File: src/rtl/mem_port_arbiter_if.sv
// ----------------------------------------------------------------------------
// mem_port_arbiter_if
//
// Bundles every signal between the IF/MEM pipeline stages, the arbiter and the
// single-ported RAM. clk and rst stay plain ports on the modules.
//
//   Pipeline IF side : if_req, if_addr, flush       -> arbiter
//                      if_rdata, if_valid, if_freeze <- arbiter
//   Pipeline MEM side: mem_req, mem_we, mem_addr, mem_wdata -> arbiter
//                      mem_rdata, mem_valid, mem_freeze     <- arbiter
//   RAM side         : ram_req, ram_we, ram_addr, ram_wdata <- arbiter
//                      ram_rdata, ram_ready                 -> arbiter
//
// Modports:
//   slave  - the arbiter's view
//   master - the environment's view (pipeline stages plus RAM)
// ----------------------------------------------------------------------------
interface mem_port_arbiter_if #(
    parameter int WORD_LEN = 16
) ();

    // Fetch stage
    logic                if_req;
    logic [WORD_LEN-1:0] if_addr;
    logic [WORD_LEN-1:0] if_rdata;
    logic                if_valid;
    logic                if_freeze;
    logic                flush;

    // Memory stage
    logic                mem_req;
    logic                mem_we;
    logic [WORD_LEN-1:0] mem_addr;
    logic [WORD_LEN-1:0] mem_wdata;
    logic [WORD_LEN-1:0] mem_rdata;
    logic                mem_valid;
    logic                mem_freeze;

    // RAM
    logic                ram_req;
    logic                ram_we;
    logic [WORD_LEN-1:0] ram_addr;
    logic [WORD_LEN-1:0] ram_wdata;
    logic [WORD_LEN-1:0] ram_rdata;
    logic                ram_ready;

    modport slave (
        input  if_req, if_addr, flush,
        input  mem_req, mem_we, mem_addr, mem_wdata,
        input  ram_rdata, ram_ready,
        output if_rdata, if_valid, if_freeze,
        output mem_rdata, mem_valid, mem_freeze,
        output ram_req, ram_we, ram_addr, ram_wdata
    );

    modport master (
        output if_req, if_addr, flush,
        output mem_req, mem_we, mem_addr, mem_wdata,
        output ram_rdata, ram_ready,
        input  if_rdata, if_valid, if_freeze,
        input  mem_rdata, mem_valid, mem_freeze,
        input  ram_req, ram_we, ram_addr, ram_wdata
    );

endinterface

File: src/rtl/mem_port_arbiter.sv
// ----------------------------------------------------------------------------
// mem_port_arbiter
//
// Shares one single-ported RAM between the fetch stage (IF) and the memory
// stage (MEM). One access is in flight at a time; the RAM strobe and its
// address/data are registered and held until ram_ready. Completion is reported
// with a one-cycle valid pulse per port, and each port gets a freeze signal
// while its request is outstanding.
//
// Ports:
//   clk  - clock, all state changes on the rising edge
//   rst  - synchronous active-low reset
//   bus  - mem_port_arbiter_if.slave: IF request/response + flush,
//          MEM request/response, RAM strobe/address/data/ready
//
// Parameters:
//   WORD_LEN     - address and data width
//   STARVE_LIMIT - consecutive MEM grants tolerated while IF waits (1..15)
// ----------------------------------------------------------------------------
module mem_port_arbiter #(
    parameter int WORD_LEN     = 16,
    parameter int STARVE_LIMIT = 4
) (
    input  logic              clk,
    input  logic              rst,
    mem_port_arbiter_if.slave bus
);

    typedef enum logic [1:0] {
        IDLE,
        IF_BUSY,
        MEM_BUSY,
        DONE
    } state_e;

    localparam logic [3:0] STARVE_MAX = 4'(STARVE_LIMIT);

    state_e              state_q;
    logic [3:0]          starve_q;
    logic                drop_q;

    logic                ram_req_q;
    logic                ram_we_q;
    logic [WORD_LEN-1:0] ram_addr_q;
    logic [WORD_LEN-1:0] ram_wdata_q;
    logic [WORD_LEN-1:0] if_rdata_q;
    logic [WORD_LEN-1:0] mem_rdata_q;
    logic                if_valid_q;
    logic                mem_valid_q;

    // Grant decision, only acted on in IDLE. MEM has priority until IF has
    // watched STARVE_LIMIT MEM grants go by; a flushed fetch address is stale,
    // so IF is never granted in a cycle that carries flush.
    logic grant_mem;
    logic grant_if;
    // Fetch result is thrown away if a flush arrived earlier in the access or
    // arrives in the very cycle the RAM answers.
    logic if_drop;

    assign grant_mem = bus.mem_req && (!bus.if_req || (starve_q < STARVE_MAX));
    assign grant_if  = !grant_mem && bus.if_req && !bus.flush;
    assign if_drop   = drop_q || bus.flush;

    always_ff @(posedge clk) begin
        // NOTE: every state register here uses <= so that all of them see the
        // pre-edge values; a blocking = would let later statements read the
        // already-updated value and break the one-cycle timing.
        if (!rst) begin
            state_q     <= IDLE;
            starve_q    <= '0;
            drop_q      <= 1'b0;
            ram_req_q   <= 1'b0;
            ram_we_q    <= 1'b0;
            ram_addr_q  <= '0;
            ram_wdata_q <= '0;
            if_rdata_q  <= '0;
            mem_rdata_q <= '0;
            if_valid_q  <= 1'b0;
            mem_valid_q <= 1'b0;
        end else begin
            case (state_q)
                IDLE: begin
                    if (grant_mem) begin
                        ram_req_q   <= 1'b1;
                        ram_we_q    <= bus.mem_we;
                        ram_addr_q  <= bus.mem_addr;
                        ram_wdata_q <= bus.mem_wdata;
                        state_q     <= MEM_BUSY;
                        // grant_mem with if_req pending implies starve_q is
                        // still below the limit, so this saturates by itself.
                        if (bus.if_req) begin
                            starve_q <= starve_q + 4'd1;
                        end
                    end else if (grant_if) begin
                        ram_req_q  <= 1'b1;
                        ram_we_q   <= 1'b0;
                        ram_addr_q <= bus.if_addr;
                        starve_q   <= '0;
                        state_q    <= IF_BUSY;
                    end
                end

                IF_BUSY: begin
                    if (bus.flush) begin
                        drop_q <= 1'b1;
                    end
                    if (bus.ram_ready) begin
                        ram_req_q <= 1'b0;
                        state_q   <= DONE;
                        if (!if_drop) begin
                            if_valid_q <= 1'b1;
                            if_rdata_q <= bus.ram_rdata;
                        end
                    end
                end

                MEM_BUSY: begin
                    if (bus.ram_ready) begin
                        ram_req_q   <= 1'b0;
                        mem_valid_q <= 1'b1;
                        state_q     <= DONE;
                        // Writes complete without touching the read register.
                        if (!ram_we_q) begin
                            mem_rdata_q <= bus.ram_rdata;
                        end
                    end
                end

                DONE: begin
                    if_valid_q  <= 1'b0;
                    mem_valid_q <= 1'b0;
                    drop_q      <= 1'b0;
                    state_q     <= IDLE;
                end

                default: begin
                    state_q <= IDLE;
                end
            endcase
        end
    end

    assign bus.ram_req   = ram_req_q;
    assign bus.ram_we    = ram_we_q;
    assign bus.ram_addr  = ram_addr_q;
    assign bus.ram_wdata = ram_wdata_q;
    assign bus.if_rdata  = if_rdata_q;
    assign bus.mem_rdata = mem_rdata_q;
    assign bus.if_valid  = if_valid_q;
    assign bus.mem_valid = mem_valid_q;

    // Freeze depends only on the request inputs and the registered valids,
    // never on the RAM handshake.
    assign bus.if_freeze  = bus.if_req & ~if_valid_q;
    assign bus.mem_freeze = bus.mem_req & ~mem_valid_q;

endmodule

File: src/flat_wrapper.sv
// flat-port wrapper written by rule: the top's interface ports become plain ports
module mem_port_arbiter_flat 
#(
    parameter int WORD_LEN     = 16,
    parameter int STARVE_LIMIT = 4
)
  (clk, rst, bus_if_req, bus_if_addr, bus_flush, bus_mem_req, bus_mem_we, bus_mem_addr, bus_mem_wdata, bus_ram_rdata, bus_ram_ready, bus_if_rdata, bus_if_valid, bus_if_freeze, bus_mem_rdata, bus_mem_valid, bus_mem_freeze, bus_ram_req, bus_ram_we, bus_ram_addr, bus_ram_wdata);
  mem_port_arbiter_if #(.WORD_LEN(WORD_LEN)) bus_i ();
  input  logic clk;
  input  logic rst;
  input wire logic [$bits(bus_i.if_req)-1:0] bus_if_req;
  input wire logic [$bits(bus_i.if_addr)-1:0] bus_if_addr;
  input wire logic [$bits(bus_i.flush)-1:0] bus_flush;
  input wire logic [$bits(bus_i.mem_req)-1:0] bus_mem_req;
  input wire logic [$bits(bus_i.mem_we)-1:0] bus_mem_we;
  input wire logic [$bits(bus_i.mem_addr)-1:0] bus_mem_addr;
  input wire logic [$bits(bus_i.mem_wdata)-1:0] bus_mem_wdata;
  input wire logic [$bits(bus_i.ram_rdata)-1:0] bus_ram_rdata;
  input wire logic [$bits(bus_i.ram_ready)-1:0] bus_ram_ready;
  output wire logic [$bits(bus_i.if_rdata)-1:0] bus_if_rdata;
  output wire logic [$bits(bus_i.if_valid)-1:0] bus_if_valid;
  output wire logic [$bits(bus_i.if_freeze)-1:0] bus_if_freeze;
  output wire logic [$bits(bus_i.mem_rdata)-1:0] bus_mem_rdata;
  output wire logic [$bits(bus_i.mem_valid)-1:0] bus_mem_valid;
  output wire logic [$bits(bus_i.mem_freeze)-1:0] bus_mem_freeze;
  output wire logic [$bits(bus_i.ram_req)-1:0] bus_ram_req;
  output wire logic [$bits(bus_i.ram_we)-1:0] bus_ram_we;
  output wire logic [$bits(bus_i.ram_addr)-1:0] bus_ram_addr;
  output wire logic [$bits(bus_i.ram_wdata)-1:0] bus_ram_wdata;
  assign bus_i.if_req = bus_if_req;
  assign bus_i.if_addr = bus_if_addr;
  assign bus_i.flush = bus_flush;
  assign bus_i.mem_req = bus_mem_req;
  assign bus_i.mem_we = bus_mem_we;
  assign bus_i.mem_addr = bus_mem_addr;
  assign bus_i.mem_wdata = bus_mem_wdata;
  assign bus_i.ram_rdata = bus_ram_rdata;
  assign bus_i.ram_ready = bus_ram_ready;
  assign bus_if_rdata = bus_i.if_rdata;
  assign bus_if_valid = bus_i.if_valid;
  assign bus_if_freeze = bus_i.if_freeze;
  assign bus_mem_rdata = bus_i.mem_rdata;
  assign bus_mem_valid = bus_i.mem_valid;
  assign bus_mem_freeze = bus_i.mem_freeze;
  assign bus_ram_req = bus_i.ram_req;
  assign bus_ram_we = bus_i.ram_we;
  assign bus_ram_addr = bus_i.ram_addr;
  assign bus_ram_wdata = bus_i.ram_wdata;
  mem_port_arbiter #(.WORD_LEN(WORD_LEN), .STARVE_LIMIT(STARVE_LIMIT)) u_core (.clk(clk), .rst(rst), .bus(bus_i));
endmodule
File: config.mk
export PLATFORM = sky130hd
export DESIGN_NAME = mem_port_arbiter_flat
export DESIGN_NICKNAME = d
export VERILOG_FILES = /design/src/rtl/mem_port_arbiter_if.sv /design/src/rtl/mem_port_arbiter.sv /design/src/flat_wrapper.sv
export SDC_FILE = /design/constraint.sdc
export NUM_CORES = 1
export LEC_CHECK = 0
export ABC_AREA = 1
export CORE_MARGIN = 5
export CORE_UTILIZATION = 35
export DETAILED_ROUTE_END_ITERATION = 10
export MAX_ROUTING_LAYER = met4
export PLACE_DENSITY = 0.71
export SLEW_MARGIN = 20
export SYNTH_ARGS = -nofsm -noshare
export SYNTH_HDL_FRONTEND = slang
export SYNTH_SLANG_ARGS = --single-unit
File: constraint.sdc
create_clock -name clk -period 1.3 [get_ports clk]
set_input_delay 0.39 -clock clk [delete_from_list [all_inputs] [get_ports clk]]
set_output_delay 0.39 -clock clk [all_outputs]
set_load 0.1 [all_outputs]
==> impl_table.tex <==
\begin{tabular}{lr}
\hline
Metric & Value \\
\hline
\multicolumn{2}{l}{\textbf{Synth}} \\
\quad Largest family of logic cells by synthesized area & simple AND/OR/NAND/NOR gates \\
\quad Post-Synthesis Cells & 415 \\
\quad Basic-gate share of the synthesized area counting and, or, nand and nor cells & 24.2\% \\
\quad Sequential element share of the synthesized area & 49.1\% \\
\quad Compound-gate portion of the synthesized area & 16.2\% \\
\quad Synth Area in XOR/XNOR & 0\% \\
\quad Number of synthesized register bits & 75 \\
\quad Adder-cell area share of the yosys netlist & 2.46\% \\
\quad Post-synthesis cell type count & 27 \\
\quad Fraction of synthesized area in multiplexers & 0\% \\
\quad Post-Syn Nets & 492 \\
\quad Synthesized area per cell & 7.37 µm² \\
\quad Number of warnings printed during yosys synthesis & 0 \\
\quad Post-synthesis instance area & 3060 µm² \\
\multicolumn{2}{l}{\textbf{Pwr}} \\
\quad Total power per unit cell area & 2140 nW/µm² \\
\quad Switching part of the total power & 48.7\% \\
\quad Clock group share of total power & 13.0\% \\
\quad Internal Power & 0.00696 W \\
\quad Fraction of power consumed by sequential logic & 24.9\% \\
\quad Leak Pwr & 2.63 nW \\
\quad Combinational group share of total power & 62.1\% \\
\quad Worst vdd rail ir drop & 1.67 mV \\
\quad P\_sw & 0.00662 W \\
\multicolumn{2}{l}{\textbf{Outcome}} \\
\quad Run status & finished with violations \\
\quad Violations in the final reports & setup timing \\
\multicolumn{2}{l}{\textbf{Global route}} \\
\quad Number of antenna violations at the first check in global routing & 0 \\
\quad Maximum number of pins on one net before global-route repair & 54 \\
\quad Vias in the first global route & 3255 \\
\quad Global Route Usage Sum & 19.6\% \\
\quad GR Overflow Total & 0 \\
\quad Global-route wire length before repair & 16000 µm \\
\multicolumn{2}{l}{\textbf{STA}} \\
\quad Maximum clock skew at final layout & 10.5 ps \\
\quad Final worst setup slack & -119 ps \\
\quad Setup repair after global routing missed its margin & yes \\
\quad Fraction of the cycle the final worst path needs & 109\% \\
\quad Maximum operating frequency & 0.705 GHz \\
\quad Final number of setup-violating endpoints & 41 \\
\quad Minimum clock period after layout & 1420 ps \\
\quad Final Hold Violating Endpoints & 0 \\
\quad Pin slew with the least headroom to its limit & 390 ps \\
\quad Relative max-transition margin & 74.0\% \\
\quad Number of slew-limit violations in the final report & 0 \\
\multicolumn{2}{l}{\textbf{Drt}} \\
\quad Initial DRC count & 87 \\
\quad Drt via density & 4.78 \\
\quad Wire length reported by the detailed router & 10800 µm \\
\quad Number of antenna-violating nets in the routed design & 0 \\
\quad Wire per inst & 15.6 µm \\
\quad Total number of vias & 3330 \\
\quad Length of the first detailed-routing pass in iterations & 4 \\
\quad Remaining DRCs & 0 \\
\multicolumn{2}{l}{\textbf{Clock tree}} \\
\quad TritonCTS clock tree & done \\
\quad Clock latency reported for the late side of the worst-skew pair & 330 ps \\
\quad CTS root buf & sky130\_fd\_sc\_hd\_\_clkbuf\_8 \\
\quad Maximum number of buffers from clock root to sink & 2 \\
\quad Clock sink count & 75 \\
\quad Cts bufs inserted & 9 \\
\quad H-Tree Depth & 3 \\
\quad Clock-pin slew on the worst setup and hold paths & 80 ps \\
\quad Total of hold buffers inserted after clock tree synthesis & 0 \\
\multicolumn{2}{l}{\textbf{Place}} \\
\quad HPWL reported at the end of detailed placement & 7150 µm \\
\quad Final weighted congestion of routability-driven global placement & 0.801 \\
\quad Worst slack at placement & -516 ps \\
\quad IO Port Bufs & 140 \\
\multicolumn{2}{l}{\textbf{Critical path}} \\
\quad Max Fanout on Critical Path & 8 \\
\quad Worst Setup Start Kind & flip-flop \\
\quad Required arrival time at the worst endpoint & 1560 ps \\
\quad Critical path endpoint category & flip-flop \\
\quad Critical setup path kind & flip-flop to flip-flop \\
\quad CP arrival & 1680 ps \\
\multicolumn{2}{l}{\textbf{Floorplanning}} \\
\quad Floorplan core area & 8640 µm² \\
\quad Die area & 10700 µm² \\
\quad Number of rows created at floorplan & 34 \\
\quad Starting density of the core & 35.4\% \\
\quad Die outline height & 103 µm \\
\quad Ports placed on the boundary & 141 \\
\quad Horizontal die dimension & 103 µm \\
\multicolumn{2}{l}{\textbf{Final layout}} \\
\quad Layout cell share with drive strength beyond 1 & 49.3\% \\
\quad Post-layout nets & 661 \\
\quad Area added between synthesis and finish & 107\% \\
\quad Fillers & 610 \\
\quad Final cell utilization of the core & 73.4\% \\
\quad N\_diodes & 0 \\
\multicolumn{2}{l}{\textbf{Job}} \\
\quad Max-cap violations & 0 \\
\multicolumn{2}{l}{\textbf{Hold path}} \\
\quad Classification of the worst-slack hold path & flip-flop to flip-flop \\
\hline
\end{tabular}
[worst max-delay path, cell delays in order (launching register included)]
cell,delay [ps]
sky130_fd_sc_hd__dfxtp_2,330
sky130_fd_sc_hd__inv_2,40
sky130_fd_sc_hd__buf_6,110
sky130_fd_sc_hd__ha_4,170
sky130_fd_sc_hd__nand3_4,190
sky130_fd_sc_hd__nand2_8,140
sky130_fd_sc_hd__inv_6,120
sky130_fd_sc_hd__nand2_1,90
sky130_fd_sc_hd__a21oi_2,150
[cells in the final DEF (no fill, tap or decap), types with 4 or more instances in the layout]
cell                              instances
sky130_fd_sc_hd__nor2_1                  53
sky130_fd_sc_hd__o21ai_0                 17
sky130_fd_sc_hd__o21ai_1                 21
sky130_fd_sc_hd__nor2_4                   9
sky130_fd_sc_hd__inv_1                   26
sky130_fd_sc_hd__buf_4                   20
sky130_fd_sc_hd__nand2_1                 81
sky130_fd_sc_hd__nand2_4                 10
sky130_fd_sc_hd__nor2_2                  12
sky130_fd_sc_hd__buf_6                    6
sky130_fd_sc_hd__dfxtp_1                  5
sky130_fd_sc_hd__dfxtp_4                  5
sky130_fd_sc_hd__clkdlybuf4s50_1         66
sky130_fd_sc_hd__clkbuf_16                4
sky130_fd_sc_hd__nand2_2                 11
sky130_fd_sc_hd__clkbuf_8                 9
sky130_fd_sc_hd__buf_12                  74
sky130_fd_sc_hd__a21oi_1                 16
sky130_fd_sc_hd__o21ai_2                 12
sky130_fd_sc_hd__dfxtp_2                 65
sky130_fd_sc_hd__a21oi_2                 25
[metal layers]
layer  routed length, µm  vias to the layer above  global-route usage [%]
met5                   0                        -                       -
met4                 190                        0                    6.67
met3                 488                       15                    3.55
met2                5660                       87                    31.4
met1                4500                     1568                    24.9
li1                    -                     1660                       -
[synthesized netlist by cell type, drive strengths merged]
| master | count | area share, % |
|---|---|---|
| ha | 6 | 2.5 |
| dfxtp | 75 | 49 |
| nor2 | 74 | 9.2 |
| a211oi | 1 | 0.25 |
| buf | 8 | 2.3 |
| nand3 | 6 | 1.4 |
| nand2 | 101 | 13 |
| nand4 | 1 | 0.20 |
| nor3 | 2 | 0.33 |
| a21boi | 1 | 0.25 |
| o21ai | 52 | 9.0 |
| nor3b | 1 | 0.25 |
| a21oi | 41 | 6.7 |
| inv | 34 | 4.3 |
| clkbuf | 12 | 1.5 |
[flip-flops by register name, indices dropped and copies added, names as in the netlist]
signal and flops:
u_core.drop_q 1, u_core.bus.ram_we 1, u_core.bus.ram_wdata 16, u_core.bus.if_valid 1, u_core.bus.mem_valid 1, u_core.bus.ram_req 1
u_core.bus.ram_addr 16, u_core.state_q 2, u_core.starve_q 4, u_core.bus.if_rdata 16, u_core.bus.mem_rdata 16
[area by class of cell]
class                      instances  area (µm²)  area share [%]
timing repair buffer             174        2500            39.4
multi-input combinational        288        1740            27.5
sequential                        75        1600            25.3
clock buffer                      12         178            2.80
inverter                          34         153            2.41
tap                              108         135            2.13
clock inverter                     3        18.8           0.296
timing repair inverter             2        17.5           0.276
[final timing paths]
| check | start | endpoint | slack, ps | depth (start not counted) |
|---|---|---|---|---|
| setup / recovery | u_core.state_q[1] | u_core.bus.ram_we | -120 | 8 |
| hold / removal | u_core.bus.if_rdata[15] | u_core.bus.if_rdata[15] | 460 | 2 |
| setup reg to reg | u_core.state_q[1] | u_core.bus.ram_we | -120 | 8 |
| hold reg to reg | u_core.bus.if_rdata[15] | u_core.bus.if_rdata[15] | 460 | 2 |
[power groups by stage]
stage,clock (W),sequential (W),combinational (W)
floorplan,0,0.00623,0.00155
CTS,0.00181,0.00337,0.00769
global placement,0,0.00338,0.00712
finish,0.00177,0.00338,0.00843
global route,0.00189,0.00344,0.00881
detailed placement,0,0.00341,0.00722
[metrics by stage]
stage | hold slack (ps) | setup TNS [ps] | power, W | instances | cell area, µm²
5_1_grt | 485 | -6270 | 0.0141 | 696 | 6340
3_5_place_dp | 456 | -31390 | 0.0106 | 666 | 5520
2_1_floorplan | 429 | -271 | 0.00778 | 415 | 3180
6_report | 462 | -2260 | 0.0136 | 696 | 6340
4_1_cts | 468 | -736 | 0.0129 | 688 | 5910
3_3_place_gp | 441 | -29170 | 0.0105 | 666 | 5520
[repair_timing]
action | in CTS | in global routing
cloned | 5 | 4
resized for setup | 44 | 121
buffers inserted | 2 | 4
endpoints found under the setup margin | 70 | 80
pin swaps | 7 | 35
[kinds of logic (layout without fill, tap and decap cells)]
family                   Yosys count  in the layout
flip-flops                        75             75
AND/OR/NAND/NOR                  185            187
adder cells (fa/ha/maj)            6              6
AO/OA/AOI/OAI                     95             95
buffers and inverters             54            225
Power figures use the tool's default switching activity.
